<file path="src/rtl/arilla_mtimer.sv">
// Purpose: memory-mapped 64-bit machine timer (mtime/mtimecmp) with prescaler, atomic HI read shadow and irq.
// Latency: read data is combinational in the strobe cycle; writes land on the strobe edge; irq lags compare by one cycle.
// Backpressure: none; every decoded access completes in one cycle, and intercepted accesses are ignored.
module arilla_mtimer #(
    parameter int ByteAddressWidth = 32,
    parameter logic [ByteAddressWidth-1:0] BaseAddress = 32'h0000_4000,
    parameter int PrescaleWidth = 8
) (
    input  logic                        clk,
    input  logic                        rst,
    input  logic [31:0]                 data_ctp,
    output logic [31:0]                 data_ptc,
    input  logic [ByteAddressWidth-3:0] address,
    input  logic [3:0]                  byte_enable,
    input  logic                        read,
    input  logic                        write,
    input  logic                        intercept,
    output logic                        hit,
    input  logic                        halt,
    output logic                        irq
);

    localparam int WordAw = ByteAddressWidth - 2;
    // Bit positions of the PRESCALE field inside the CTRL word.
    localparam logic [31:0] PrescaleMask = ((32'h1 << PrescaleWidth) - 32'h1) << 8;

    localparam logic [2:0] OffMtimeLo = 3'd0;
    localparam logic [2:0] OffMtimeHi = 3'd1;
    localparam logic [2:0] OffCmpLo   = 3'd2;
    localparam logic [2:0] OffCmpHi   = 3'd3;
    localparam logic [2:0] OffCtrl    = 3'd4;

    logic [63:0]              mtime;
    logic [63:0]              mtimecmp;
    logic [31:0]              shadow;
    logic                     ctrl_en;
    logic [PrescaleWidth-1:0] ctrl_prescale;
    logic [PrescaleWidth-1:0] pcnt;

    logic        sel;
    logic [2:0]  offset;
    logic        wr_sel;
    logic [31:0] be_mask;
    logic [31:0] ctrl_word;
    logic [31:0] rdata;
    logic        prescale_touched;
    logic        count_en;
    logic        tick;

    // Replace only the enabled bytes of a register word.
    function automatic logic [31:0] merge_bytes(input logic [31:0] old_w,
                                                input logic [31:0] new_w,
                                                input logic [3:0]  be);
        logic [31:0] res;
        for (int i = 0; i < 4; i++) begin
            res[i*8 +: 8] = be[i] ? new_w[i*8 +: 8] : old_w[i*8 +: 8];
        end
        return res;
    endfunction

    assign offset   = address[2:0];
    assign sel      = (read | write) & ~intercept
                      & (address[WordAw-1:3] == BaseAddress[ByteAddressWidth-1:5]);
    assign hit      = sel;
    assign wr_sel   = sel & write;
    assign be_mask  = {{8{byte_enable[3]}}, {8{byte_enable[2]}},
                       {8{byte_enable[1]}}, {8{byte_enable[0]}}};
    assign prescale_touched = |(be_mask & PrescaleMask);
    assign count_en = ctrl_en & ~halt;
    assign tick     = count_en & (pcnt == ctrl_prescale);
    assign data_ptc = rdata;

    // Assemble the CTRL word; undefined bits read as zero.
    always_comb begin
        ctrl_word                     = '0;
        ctrl_word[0]                  = ctrl_en;
        ctrl_word[8 +: PrescaleWidth] = ctrl_prescale;
    end

    // Read mux: drives zero unless this block owns a read, so it can be OR-ed onto the bus.
    always_comb begin
        rdata = '0;
        if (sel && read) begin
            case (offset)
                OffMtimeLo: rdata = mtime[31:0];
                OffMtimeHi: rdata = shadow;
                OffCmpLo:   rdata = mtimecmp[31:0];
                OffCmpHi:   rdata = mtimecmp[63:32];
                OffCtrl:    rdata = ctrl_word;
                default:    rdata = '0;
            endcase
        end
    end

    // CTRL register: EN and PRESCALE follow their own byte enables.
    always_ff @(posedge clk or posedge rst) begin
        if (rst) begin
            ctrl_en       <= 1'b0;
            ctrl_prescale <= '0;
        end else if (wr_sel && offset == OffCtrl) begin
            if (byte_enable[0]) ctrl_en <= data_ctp[0];
            ctrl_prescale <= (data_ctp[8 +: PrescaleWidth] & be_mask[8 +: PrescaleWidth])
                           | (ctrl_prescale & ~be_mask[8 +: PrescaleWidth]);
        end
    end

    // Prescaler: restarts when PRESCALE is rewritten, otherwise counts while enabled and not halted.
    always_ff @(posedge clk or posedge rst) begin
        if (rst) begin
            pcnt <= '0;
        end else if (wr_sel && offset == OffCtrl && prescale_touched) begin
            pcnt <= '0;
        end else if (count_en) begin
            pcnt <= tick ? '0 : pcnt + 1'b1;
        end
    end

    // mtime: a bus write to either word wins over the tick, and no carry crosses words that cycle.
    always_ff @(posedge clk or posedge rst) begin
        if (rst) begin
            mtime <= '0;
        end else if (wr_sel && offset == OffMtimeLo) begin
            mtime[31:0] <= merge_bytes(mtime[31:0], data_ctp, byte_enable);
        end else if (wr_sel && offset == OffMtimeHi) begin
            mtime[63:32] <= merge_bytes(mtime[63:32], data_ctp, byte_enable);
        end else if (tick) begin
            mtime <= mtime + 64'd1;
        end
    end

    // mtimecmp: byte-granular writes to either word.
    always_ff @(posedge clk or posedge rst) begin
        if (rst) begin
            mtimecmp <= '1;
        end else if (wr_sel && offset == OffCmpLo) begin
            mtimecmp[31:0] <= merge_bytes(mtimecmp[31:0], data_ctp, byte_enable);
        end else if (wr_sel && offset == OffCmpHi) begin
            mtimecmp[63:32] <= merge_bytes(mtimecmp[63:32], data_ctp, byte_enable);
        end
    end

    // Shadow: capture the upper word whenever the lower word is read, giving a tear-free 64-bit read.
    always_ff @(posedge clk or posedge rst) begin
        if (rst) begin
            shadow <= '0;
        end else if (sel && read && offset == OffMtimeLo) begin
            shadow <= mtime[63:32];
        end
    end

    // Interrupt: registered unsigned compare of the current register values.
    always_ff @(posedge clk or posedge rst) begin
        if (rst) begin
            irq <= 1'b0;
        end else begin
            irq <= (mtime >= mtimecmp);
        end
    end

endmodule

</file>
<file path="config.mk">
export PLATFORM = sky130hd
export DESIGN_NAME = arilla_mtimer
export DESIGN_NICKNAME = d
export VERILOG_FILES = /design/src/rtl/arilla_mtimer.sv
export SDC_FILE = /design/constraint.sdc
export NUM_CORES = 1
export LEC_CHECK = 0
export CORE_MARGIN = 2
export CORE_UTILIZATION = 40
export CTS_CLUSTER_DIAMETER = 100
export DETAILED_ROUTE_END_ITERATION = 6
export DONT_BUFFER_PORTS = 1
export REMOVE_ABC_BUFFERS = 1
export SLEW_MARGIN = 20
export SYNTH_ARGS = -nofsm -noshare
export SYNTH_HDL_FRONTEND = slang
export SYNTH_SLANG_ARGS = --single-unit
</file>
<file path="constraint.sdc">
create_clock -name clk -period 12.5 [get_ports clk]
set_clock_uncertainty 0.05 [all_clocks]
set_input_delay 1.25 -clock clk [delete_from_list [all_inputs] [get_ports clk]]
set_output_delay 1.25 -clock clk [all_outputs]
set_load 0.1 [all_outputs]
</file>
Word level (Yosys, flattened, before mapping)
Cells that the tools add are included.

Muxes and demuxes: 13. Equal/unequal tests: 15. $lt $le $gt $ge: 1. Reductions and logical operators: 29. Multipliers: 0. Bitwise logic cells: 14. Div/mod/pow operators: 0. Shift-type cells: 0. Add/sub/neg operators: 2.

Operators by type and width (number): case mux 32 bit (5 select lines) (1); two-way mux 32 bit (4); adder 64 x 1 -> 64 bit (second input constant) (1); >= comparator 64 bit (1); two-way mux 64 bit (1); two-way mux 8 bit (7); AND reduction 3 bit (12); == test 27 x 10 -> 1 bit (second input constant) (1); inequality test 2 bit (second input constant) (9); AND 8 bit (2); AND reduction 2 bit (5); adder 8 x 1 -> 8 bit (second input constant) (1); == test 8 bit (1); logical AND 1 bit (8); inverter 8 bit (1); bitwise OR 8 bit (1); == test 3 x 2 -> 1 bit (second input constant) (2); nonzero test 2 bit (3); AND 1 bit (5); inverter 1 bit (4); == test 3 x 1 -> 1 bit (second input constant) (1); == test 3 bit (second input constant) (1); logical NOT 3 bit (1); bitwise OR 1 bit (1).

Register bits: 178. Input port bits: 72. Memory bits (read-only): 0. Latch bits: 0. Memories kept: 0. Logic and storage cells: 95. Bits in writable memories: 0.

Longest topological paths before layout
Word-level depth: 7. Gate-level depth with buffers: 11. Mapped depth without buffers: 9.

Least setup slack after synthesis
No wires, ideal clock.

Path kind: input -> output. Start point: input port address[2]. End point: output port data_ptc[22]. Path slack: 7206 ps. Stages on the path: 8. Path buffers: 4. Arrival: 3994 ps. Required time: 11200 ps. Cell sequence: clkbuf_1 -> nor2b_1 -> buf_2 -> and2_0 -> clkbuf_1 -> clkbuf_1 -> a22oi_1 -> a21oi_1.

Word-level cells in the longest chain between the ends: 3.

RTL lines: from (decl) (RTL line 13) `input logic [ByteAddressWidth-3:0] address,`; == test 3 bit (tied with other cells) (RTL line 84) `case (offset)`; case mux 32 bit (5 select lines) * (RTL line 84); two-way mux 32 bit * (RTL line 83) `if (sel && read) begin`; to (decl) (RTL line 12) `output logic [31:0] data_ptc,`.

Mark *: on every way between the ends. The rest lies on a longest branch, timed or not.

Worst setup path in the final report
Start point: input port address[0]. End point: output port data_ptc[22].

The elaborated chain is that of the path after synthesis.

==> impl_results.md <==
- Status: finished, final reports clean
- CP required: approximately 11000 ps
- Hold depth: 1
- Crit path top cell by count: buf_4
- Syn_area_per_cell: 9.53 um^2
- Post-layout net count: about 1300
- CTS HTree Levels: 4
- Row cnt: 61
- Core area: 0.0279 mm^2
- CTS tree: done
- Post-Synth Adder-Cell Area: 0.0729
- Clock latency on the worst-skew pair: 450 ps
- CTS Hold Buffers Added: 0
- Crit path depth: 6
- Main combinational cell family by area after synthesis: simple AND/OR/NAND/NOR gates
- Worst vdd ir: about 95 uV
- Die ar.: a little under 0.03 mm^2
- HP Class: register to register
- Final slew viol count: 0
- Layout area overhead: 9.96%
- Fmax: around 0.2 GHz
- Post-synth EDFFs: 0
- Worst-path cell chain: nor2b_2, buf_4, and2_0, buf_4, a22oi_1, a21oi_2
- Chip height: approximately 170 um
- Yosys warnings: 0
- Top_reg_cell synth: dfrtp_1
- Initial antenna violation count: 1
- Hpwl dp: 26.3 mm
- CP max-delay cell: a21oi_2
- DP Worst Slack: about 7500 ps
- Cell Area, Synth: 0.0113 mm^2
- CP arrival: 3700 ps
- Global-route wire length before repair: approximately 56 mm
- Via density: ~6.2
- Via count: between 9000 and 10000
- 1st-iter DRT viols: between 900 and 1000
- Clock sink total: 178
- Post-synthesis sequential area ratio: 0.400
- PostCTS Resize Cnt: 0
- Grt ovf: 0
- R2R depth: 7
- DRC viols: 0
- Ys async rst share: 1.00
- Post-synthesis xor/xnor area fraction: 0.0101
- Startpoint Class: primary input
- Crit-path leading delay family: compound AO/OA/AOI/OAI gates
- Yosys cell types: 69
- Total chip power: 1.13 mW
- I/O Pins: ~110
- Vias in the first global route: around 9400
- R2R Setup Slk: between 9000 and 10000 ps
- Setup WS post-layout: about 7500 ps
- Sum Neg Setup Slack: 0 ps
- Buf/Inv on CP: 2
- Post-synthesis mux area share: 0.117
- Crit. End Element: output port
- Register bit count reported by yosys: ~180
- Top-area cell type share of the netlist area: 0.252
- Pleak: about 5 nW
- Area occupied by multi-input gates: between 0.006 and 0.007 mm^2
- Reg area: roughly 0.0045 mm^2
- Clock Pin Slew Worst Setup and Hold Paths: 70 ps
- Simple-Gate Fraction of Synth Area: 0.181
- Die W: between 150 and 200 um
- Share of layout cells above drive strength 1: 0.246
- Postcts setup bufs: 0
- Post-layout min period: 5000 ps
- Layout fillers: 2726
- Maxcap violations: 0
- Worst-margin pin slew: 1180 ps
- Worst slew margin: 0.211
- Syn Inst Count: between 1000 and 1500
- Aggregate global-route resource usage: 0.252
- Setup CP Type: primary input to output port
- Crit path max fanout: 21
- Largest cells by area after synthesis: dfrtp_1, dfstp_2, mux2_2
- TritonRoute pass-1 iters: 5
- Root Driver: clkbuf_16
- Cell total after placement: 1533
- Maximum buffer depth of the clock tree: 2
- Cell area after placement: between 0.01 and 0.015 mm^2
- Power per cell area: 90.8 mW/mm^2
- Diode count: 0
- Compound-cell area share of the yosys netlist: 0.171
- Final GP Congestion: around 0.93
- Routed WL: approximately 36 mm
- Initial Util: 0.407
- Final period util: 0.400
- Most instantiated cells after synthesis: mux2_2, dfrtp_1, nand2_1
- Final number of hold-violating endpoints: 0
- # port buffers: 0
- Most common cell in the synthesized netlist: mux2_2
- Design area: 0.0125 mm^2
- Worst path max stage delay: around 910 ps
- Fin cells: between 1500 and 2000
- Setup violators final: 0
- Post-synth top area cell: dfrtp_1
- RSZ-0062 raised after global routing: no
- Clock buffer count from CTS: 17
- Largest net degree at the start of global routing: 64
- Antenna Nets Post-Route: 0
- Wire length per cell: 23.1 um
-- through the flow --
step | utilization | hold slack (ps)
after floorplan | - | 427
after global placement | 0.426 | 435
after detailed placement | 0.426 | 445
after CTS | 0.446 | 462
after global routing | 0.447 | 478
final | 0.447 | 457
-- cells by family (layout without fill, tap and decap cells) --
family | after synthesis | in the layout
multiplexers | 118 | 118
XOR/XNOR | 13 | 13
flip-flops | 178 | 178
buffers and inverters | 135 | 134
AO/OA/AOI/OAI | 291 | 291
AND/OR/NAND/NOR | 387 | 387
adder cells (fa/ha/maj) | 66 | 66
-- cells in the final DEF, fill, tap and decap left out, types with 5 or more instances in the layout --
| cell | n |
|---|---|
| a211o_1 | 6 |
| a211oi_1 | 7 |
| a21o_1 | 11 |
| a21oi_1 | 51 |
| a21oi_2 | 19 |
| a22oi_1 | 53 |
| and2_1 | 12 |
| and3_1 | 14 |
| and4_1 | 16 |
| buf_4 | 24 |
| clkbuf_16 | 17 |
| dfrtp_1 | 114 |
| dfstp_2 | 64 |
| ha_1 | 66 |
| inv_1 | 77 |
| inv_6 | 7 |
| mux2_2 | 115 |
| nand2_1 | 105 |
| nand2b_1 | 5 |
| nand3_1 | 63 |
| nand4_1 | 40 |
| nor2_1 | 45 |
| nor2_2 | 10 |
| nor3_1 | 12 |
| nor4_1 | 20 |
| o211ai_1 | 39 |
| o21ai_0 | 46 |
| o22a_1 | 8 |
| o311ai_0 | 5 |
| o31a_1 | 5 |
| or3_1 | 9 |
| or4_1 | 8 |
| xnor2_1 | 10 |
-- area by class of cell --
type,instances,share of cell area
inverter,78,0.0239
timing repair buffer,24,0.0145
clock buffer,18,0.0353
tap,378,0.0380
clock inverter,14,0.00964
sequential,178,0.364
multi-input combinational,875,0.515
-- worst paths after layout --
check,start,to
max,address[0],data_ptc[22]
min,shadow[24]$_DFFE_PP0P_,shadow[24]$_DFFE_PP0P_
max reg2reg,ctrl_en$_DFFE_PP0P_,mtime[25]$_DFFE_PP0P_
min reg2reg,shadow[24]$_DFFE_PP0P_,shadow[24]$_DFFE_PP0P_
max in group asynchronous,rst,mtime[0]$_DFFE_PP0P_
min in group asynchronous,rst,mtime[58]$_DFFE_PP0P_
-- flip-flops by register name, indices dropped and copies added (netlist names), named ones only --
name,cells
mtimecmp,64
pcnt,8
ctrl_en,1
irq,1
shadow,32
mtime,64
-- layer usage --
layer | global-route usage | vias up | wire length, um
met5 | 0 | - | 0
met4 | 0.0672 | 0 | 719
met3 | 0.0492 | 49 | 2690
met2 | 0.393 | 369 | 16500
met1 | 0.358 | 4856 | 16300
li1 | - | 4424 | -
-- report_power, final --
group / switching, mW / internal [mW]
Clock: 0.262 / 0.267
Combinational: 0.0202 / 0.00399
Sequential: 0.0000000240 / 0.577
Total: 0.283 / 0.848
No activity file was read; power rests on OpenSTA's default activity.
